### src/rtl/llki_mock_tss_gen.sv
// Parametrised mock TSS: collects KEY_WORDS masked key words over the
// LLKI-Discrete handshake, un-masks each word with its own XOR mask,
// inserts wait states after every word and every clear, and drives the
// unlocked key into the wrapped core once the whole key has arrived.
module llki_mock_tss_gen #(
  parameter int                            KEY_WORDS         = 2,
  parameter int                            DATA_W            = 64,
  parameter logic [7:0]                    WAIT_STATES       = 8'h0A,
  parameter logic [7:0]                    CLEAR_WAIT_STATES = 8'h0A,
  parameter logic [KEY_WORDS*DATA_W-1:0]   KEY_MASK          = {64'hFEDCBA9876543210, 64'h0123456789ABCDEF}
) (
  input  logic                               clk,
  input  logic                               rst_n,
  input  logic [DATA_W-1:0]                  llkid_key_data,
  input  logic                               llkid_key_valid,
  output logic                               llkid_key_ready,
  output logic                               llkid_key_complete,
  input  logic                               llkid_clear_key,
  output logic                               llkid_clear_key_ack,
  output logic [KEY_WORDS*DATA_W-1:0]        tss_key,
  output logic [$clog2(KEY_WORDS+1)-1:0]     tss_word_idx
);

  localparam int IDX_W = $clog2(KEY_WORDS + 1);

  typedef enum logic [1:0] {
    S_IDLE       = 2'd0,
    S_WAIT       = 2'd1,
    S_CLEAR      = 2'd2,
    S_CLEAR_HOLD = 2'd3
  } state_t;

  state_t                      state;
  logic [7:0]                  ctr;
  logic [KEY_WORDS*DATA_W-1:0] key_flat;
  logic                        accept;
  logic                        clear_start;

  // A word is taken only in IDLE with ready high; a simultaneous clear wins.
  assign accept = (state == S_IDLE) && !llkid_clear_key && llkid_key_valid &&
                  llkid_key_ready && (tss_word_idx < IDX_W'(KEY_WORDS));

  // Clear can start from IDLE or WAIT; CLEAR/CLEAR_HOLD already own the request.
  assign clear_start = llkid_clear_key && ((state == S_IDLE) || (state == S_WAIT));

  generate
    for (genvar gi = 0; gi < KEY_WORDS; gi++) begin : g_word
      logic [DATA_W-1:0] word_reg;

      assign key_flat[gi*DATA_W +: DATA_W] = word_reg;

      // Per-word key register: loaded un-masked when its slot is the next to fill.
      always_ff @(posedge clk or negedge rst_n) begin
        if (!rst_n) begin
          word_reg <= '0;
        end else if (clear_start) begin
          word_reg <= '0;
        end else if (accept && (tss_word_idx == IDX_W'(gi))) begin
          word_reg <= llkid_key_data ^ KEY_MASK[gi*DATA_W +: DATA_W];
        end
      end
    end
  endgenerate

  // Control FSM with registered handshake, status and key outputs.
  always_ff @(posedge clk or negedge rst_n) begin
    if (!rst_n) begin
      state               <= S_IDLE;
      ctr                 <= '0;
      tss_word_idx        <= '0;
      llkid_key_ready     <= 1'b0;
      llkid_key_complete  <= 1'b0;
      llkid_clear_key_ack <= 1'b0;
      tss_key             <= '0;
    end else begin
      llkid_clear_key_ack <= 1'b0;
      if (clear_start) begin
        // Drop everything loaded so far and relock the core immediately.
        state              <= S_CLEAR;
        ctr                <= CLEAR_WAIT_STATES;
        tss_word_idx       <= '0;
        llkid_key_ready    <= 1'b0;
        llkid_key_complete <= 1'b0;
        tss_key            <= '0;
      end else begin
        case (state)
          S_IDLE: begin
            if (accept) begin
              state           <= S_WAIT;
              ctr             <= WAIT_STATES;
              tss_word_idx    <= tss_word_idx + IDX_W'(1);
              llkid_key_ready <= 1'b0;
            end else begin
              llkid_key_ready <= !llkid_key_complete;
            end
          end
          S_WAIT: begin
            if (ctr != 8'd0) begin
              ctr <= ctr - 8'd1;
            end else begin
              state <= S_IDLE;
              if (tss_word_idx == IDX_W'(KEY_WORDS)) begin
                // Last word's wait is over: expose the key, stop accepting.
                llkid_key_complete <= 1'b1;
                tss_key            <= key_flat;
                llkid_key_ready    <= 1'b0;
              end else begin
                llkid_key_ready <= 1'b1;
              end
            end
          end
          S_CLEAR: begin
            if (ctr != 8'd0) begin
              ctr <= ctr - 8'd1;
            end else begin
              llkid_clear_key_ack <= 1'b1;
              state               <= S_CLEAR_HOLD;
            end
          end
          S_CLEAR_HOLD: begin
            // One ack per request level: wait for the request to drop.
            if (!llkid_clear_key) begin
              state           <= S_IDLE;
              llkid_key_ready <= 1'b1;
            end
          end
          default: begin
            state <= S_IDLE;
          end
        endcase
      end
    end
  end

endmodule
### config.mk
export PLATFORM = sky130hd
export DESIGN_NAME = llki_mock_tss_gen
export DESIGN_NICKNAME = d
export VERILOG_FILES = /design/src/rtl/llki_mock_tss_gen.sv
export SDC_FILE = /design/constraint.sdc
export NUM_CORES = 1
export LEC_CHECK = 0
export BUFFER_PORTS_ARGS = -buffer_cell sky130_fd_sc_hd__buf_2
export CAP_MARGIN = 20
export CORE_MARGIN = 5
export CORE_UTILIZATION = 55
export DETAILED_ROUTE_END_ITERATION = 7
export PLACE_DENSITY = 0.86
export SYNTH_ARGS = -nofsm -noshare
export SYNTH_HDL_FRONTEND = slang
export SYNTH_SLANG_ARGS = --single-unit
### constraint.sdc
create_clock -name clk -period 2.3 [get_ports clk]
set_input_delay 0.46 -clock clk [delete_from_list [all_inputs] [get_ports clk]]
set_output_delay 0.46 -clock clk [all_outputs]
set_load 0.01 [all_outputs]
==> impl_metrics.env <==
export IMPL_shortest_clock_period_the_worst_path_allows_after_layout_ns=2.17
export IMPL_min_delay_path_depth=3
export IMPL_achievable_frequency_mhz=461
export IMPL_timing_critical_path_arrival_ns=2.62
export IMPL_final_antenna_net_count=0
export IMPL_synth_top_family_by_area="compound AO/OA/AOI/OAI gates"
export IMPL_port_buffers=200
export IMPL_hold_path_class="input pin to register"
export IMPL_synth_nets=962
export IMPL_cts_tree="done"
export IMPL_worst_clock_skew_ns=0.00980
export IMPL_core_area_um2=18600
export IMPL_finalHoldViolations=0
export IMPL_final_min_period_over_clock_period_pct=94.3
export IMPL_setup_worst_path_class="register to register"
export IMPL_timing_hold_worst_start="llkid_key_data[60]"
export IMPL_first_global_vias=7881
export IMPL_grt_antenna_before_repair=2
export IMPL_max_vdd_ir_drop_uv=608
export IMPL_syn_to_layout_area_delta_pct=23.0
export IMPL_insertedDiodeCount=0
export IMPL_outcome="completed"
export IMPL_syn_instance_count=885
export IMPL_initial_core_util_pct=55.4
export IMPL_critical_path_endpoint_type="register"
export IMPL_setup_slack_ns=0.132
export IMPL_die_width_um=147
export IMPL_report_final_setup_viol=0
export IMPL_ys_warn_count=0
export IMPL_synth_compound_area_share_pct=16.0
export IMPL_mappedNetlistArea_um2=10300
export IMPL_yosysSeqAreaShare_pct=65.8
export IMPL_floorplan_io_pins=201
export IMPL_startpoint_type="register"
export IMPL_cts_htree_levels=1
export IMPL_die_height_um=147
export IMPL_dominantRegCellSynth="sky130_fd_sc_hd__dfrtp_1"
export IMPL_power_leakage_nw=6.79
export IMPL_first_pass_iteration_count_of_the_detailed_router=5
export IMPL_r2r_end="tss_key[57]"
export IMPL_fraction_of_final_layout_cells_sized_beyond_drive_strength_1_pct=25.6
export IMPL_placement_rows=50
export IMPL_fp_dieArea_um2=21600
export IMPL_cts_root_buf="sky130_fd_sc_hd__clkbuf_16"
export IMPL_timing_max_transition_violations_final=0
export IMPL_regToRegStartpoint="ctr[5]"
export IMPL_route_final_wire_length_um=25500
export IMPL_drt_drc_violations_left=0
export IMPL_clkTransAtPathRegs_ns=0.06
export IMPL_route_detailed_wl_per_inst_um=19.2
export IMPL_top_area_cell_type_share_of_the_netlist_area_pct=65.8
export IMPL_cap_viol_max_count=0
export IMPL_ff2ff_setup_slack_ns=0.13
export IMPL_post_synth_cell_area_avg_um2=11.6
export IMPL_numCtsBuffers=27
export IMPL_ys_types=43
export IMPL_worstSetupStartpoint="ctr[5]"
export IMPL_worst_r2r_path_depth=6
export IMPL_placed_wire_length_estimate_um=16600
export IMPL_post_cts_setup_buffers=0
export IMPL_timing_max_slew_rel_slack_pct=60.8
export IMPL_mostFrequentLayoutCell="sky130_fd_sc_hd__dfrtp_1"
export IMPL_worst_slew_pin_slew_ns=0.583
export IMPL_place_congestion=0.906
export IMPL_clock_insertion_delay_worst_skew_ns=0.52
export IMPL_synth_enable_flop_cells=0
export IMPL_placement_setup_worst_slack_ns=0.127
export IMPL_worst_ep_required_time_ns=2.75
export IMPL_cts_num_sinks=271
export IMPL_grt_util_all_layers_pct=23.5
export IMPL_initialDrtViolationCount=379
export IMPL_synth_mux_area_fraction_pct=0.207
export IMPL_clock_tree_buffer_depth=3
export IMPL_grt_max_degree=75
export IMPL_grt_setup_unrepaired="false"
export IMPL_synthAdderAreaFrac_pct=1.09
export IMPL_holdWs_ns=0.140
export IMPL_synthSimpleGateAreaFrac_pct=13.3
export IMPL_holdPathEnd="g_word[0].word_reg[60]"
export IMPL_worstPathMaxFanout=20
export IMPL_route_vias_total=7765
export IMPL_synth_xor_xnor_area_share_pct=0.0850
export IMPL_via_per_inst=5.86
export IMPL_power_density_nw_per_um2=951
export IMPL_synth_async_sr_flop_share_pct=100
export IMPL_globalRoute_totalOverflow=0
export IMPL_yosys_top_cell_by_area="sky130_fd_sc_hd__dfrtp_1"
export IMPL_synth_seq_cells=271
export IMPL_final_cell_mix="sky130_fd_sc_hd__dfrtp_1, sky130_fd_sc_hd__buf_2, sky130_fd_sc_hd__nand2_1"
export IMPL_finish_net_count=1150
export IMPL_setup_total_neg_slack_ns=0
export IMPL_global_route_wire_length_before_repair_um=41700
export IMPL_cells_taking_the_most_area_after_synthesis="sky130_fd_sc_hd__dfrtp_1, sky130_fd_sc_hd__a22o_1, sky130_fd_sc_hd__nand3_1"
## kinds of logic (layout without fill, tap and decap cells)
| kind of cell | after synthesis | after routing |
|---|---|---|
| xor+xnor | 1 | 1 |
| simple gates | 300 | 300 |
| buf+inv | 82 | 288 |
| compound gates | 220 | 220 |
| mux | 2 | 2 |
| fa+ha+maj | 9 | 9 |
| flops | 271 | 271 |
## where the power goes
| part | switching (mW) | total (mW) | internal [mW] |
|---|---|---|---|
| Combinational | 1.54 | 2.28 | 0.740 |
| Sequential | 0.288 | 5.50 | 5.22 |
| Clock | 1.76 | 4.27 | 2.51 |
| Total | 3.58 | 12.0 | 8.47 |
## cells in the mapped netlist, types with 2 or more instances
master and instances:
sky130_fd_sc_hd__nor4_1 2, sky130_fd_sc_hd__nor2_1 9, sky130_fd_sc_hd__a22o_1 129, sky130_fd_sc_hd__inv_1 8, sky130_fd_sc_hd__a31oi_1 2, sky130_fd_sc_hd__nand2b_1 2, sky130_fd_sc_hd__nand3_1 131, sky130_fd_sc_hd__ha_1 9
sky130_fd_sc_hd__or4_1 5, sky130_fd_sc_hd__nor3_1 3, sky130_fd_sc_hd__and3_1 3, sky130_fd_sc_hd__clkbuf_1 56, sky130_fd_sc_hd__nand2_1 136, sky130_fd_sc_hd__buf_1 4, sky130_fd_sc_hd__dfrtp_1 271, sky130_fd_sc_hd__buf_4 13
sky130_fd_sc_hd__o211ai_1 7, sky130_fd_sc_hd__o21ai_0 69, sky130_fd_sc_hd__a21oi_1 2
## what timing repair did
item	in CTS	in global routing
resized for setup	0	1
setup endpoints to repair	0	1
endpoints found under the hold margin	52	0
hold buffers	1	0
## layout make-up
cell class	instances	area (um2)
Inverter	8	30.0
Fill cell	1347	5910
Tap cell	234	293
Clock buffer	39	761
Sequential cell	271	6780
Clock inverter	8	96.3
Timing Repair Buffer	233	1490
Multi-Input combinational cell	532	3220
## critical path: stages (launching register included)
cell	delay [ns]
sky130_fd_sc_hd__dfrtp_1	0.42
sky130_fd_sc_hd__or4_4	0.57
sky130_fd_sc_hd__or2_1	0.35
sky130_fd_sc_hd__nor3_4	0.23
sky130_fd_sc_hd__buf_4	0.19
sky130_fd_sc_hd__buf_12	0.16
sky130_fd_sc_hd__a22o_1	0.16
## worst max-delay path by stage
stage / to / cells after the start
after detailed placement: tss_key[74] / 8
after global routing: tss_key[57] / 8
after CTS: tss_key[1] / 8
final: tss_key[57] / 6
after global placement: tss_key[33] / 8
after floorplan: tss_key[107] / 9
## metrics by stage
step	instance area, um2	instances	util, %	power (mW)
floorplan	10300	885	-	6.96
global placement	11800	1277	63.5	7.74
detailed placement	11800	1277	63.5	7.84
CTS	12700	1325	68.2	12.1
global route	12700	1325	68.2	12.6
finish	12700	1325	68.2	12.0
## metal layers
metal	track usage [%]	share of wire, %
met5	0	0.090
met4	6.63	2.3
met3	4.78	6.4
met2	39.6	50
met1	31.3	42
(Power assumes the default switching activity.)
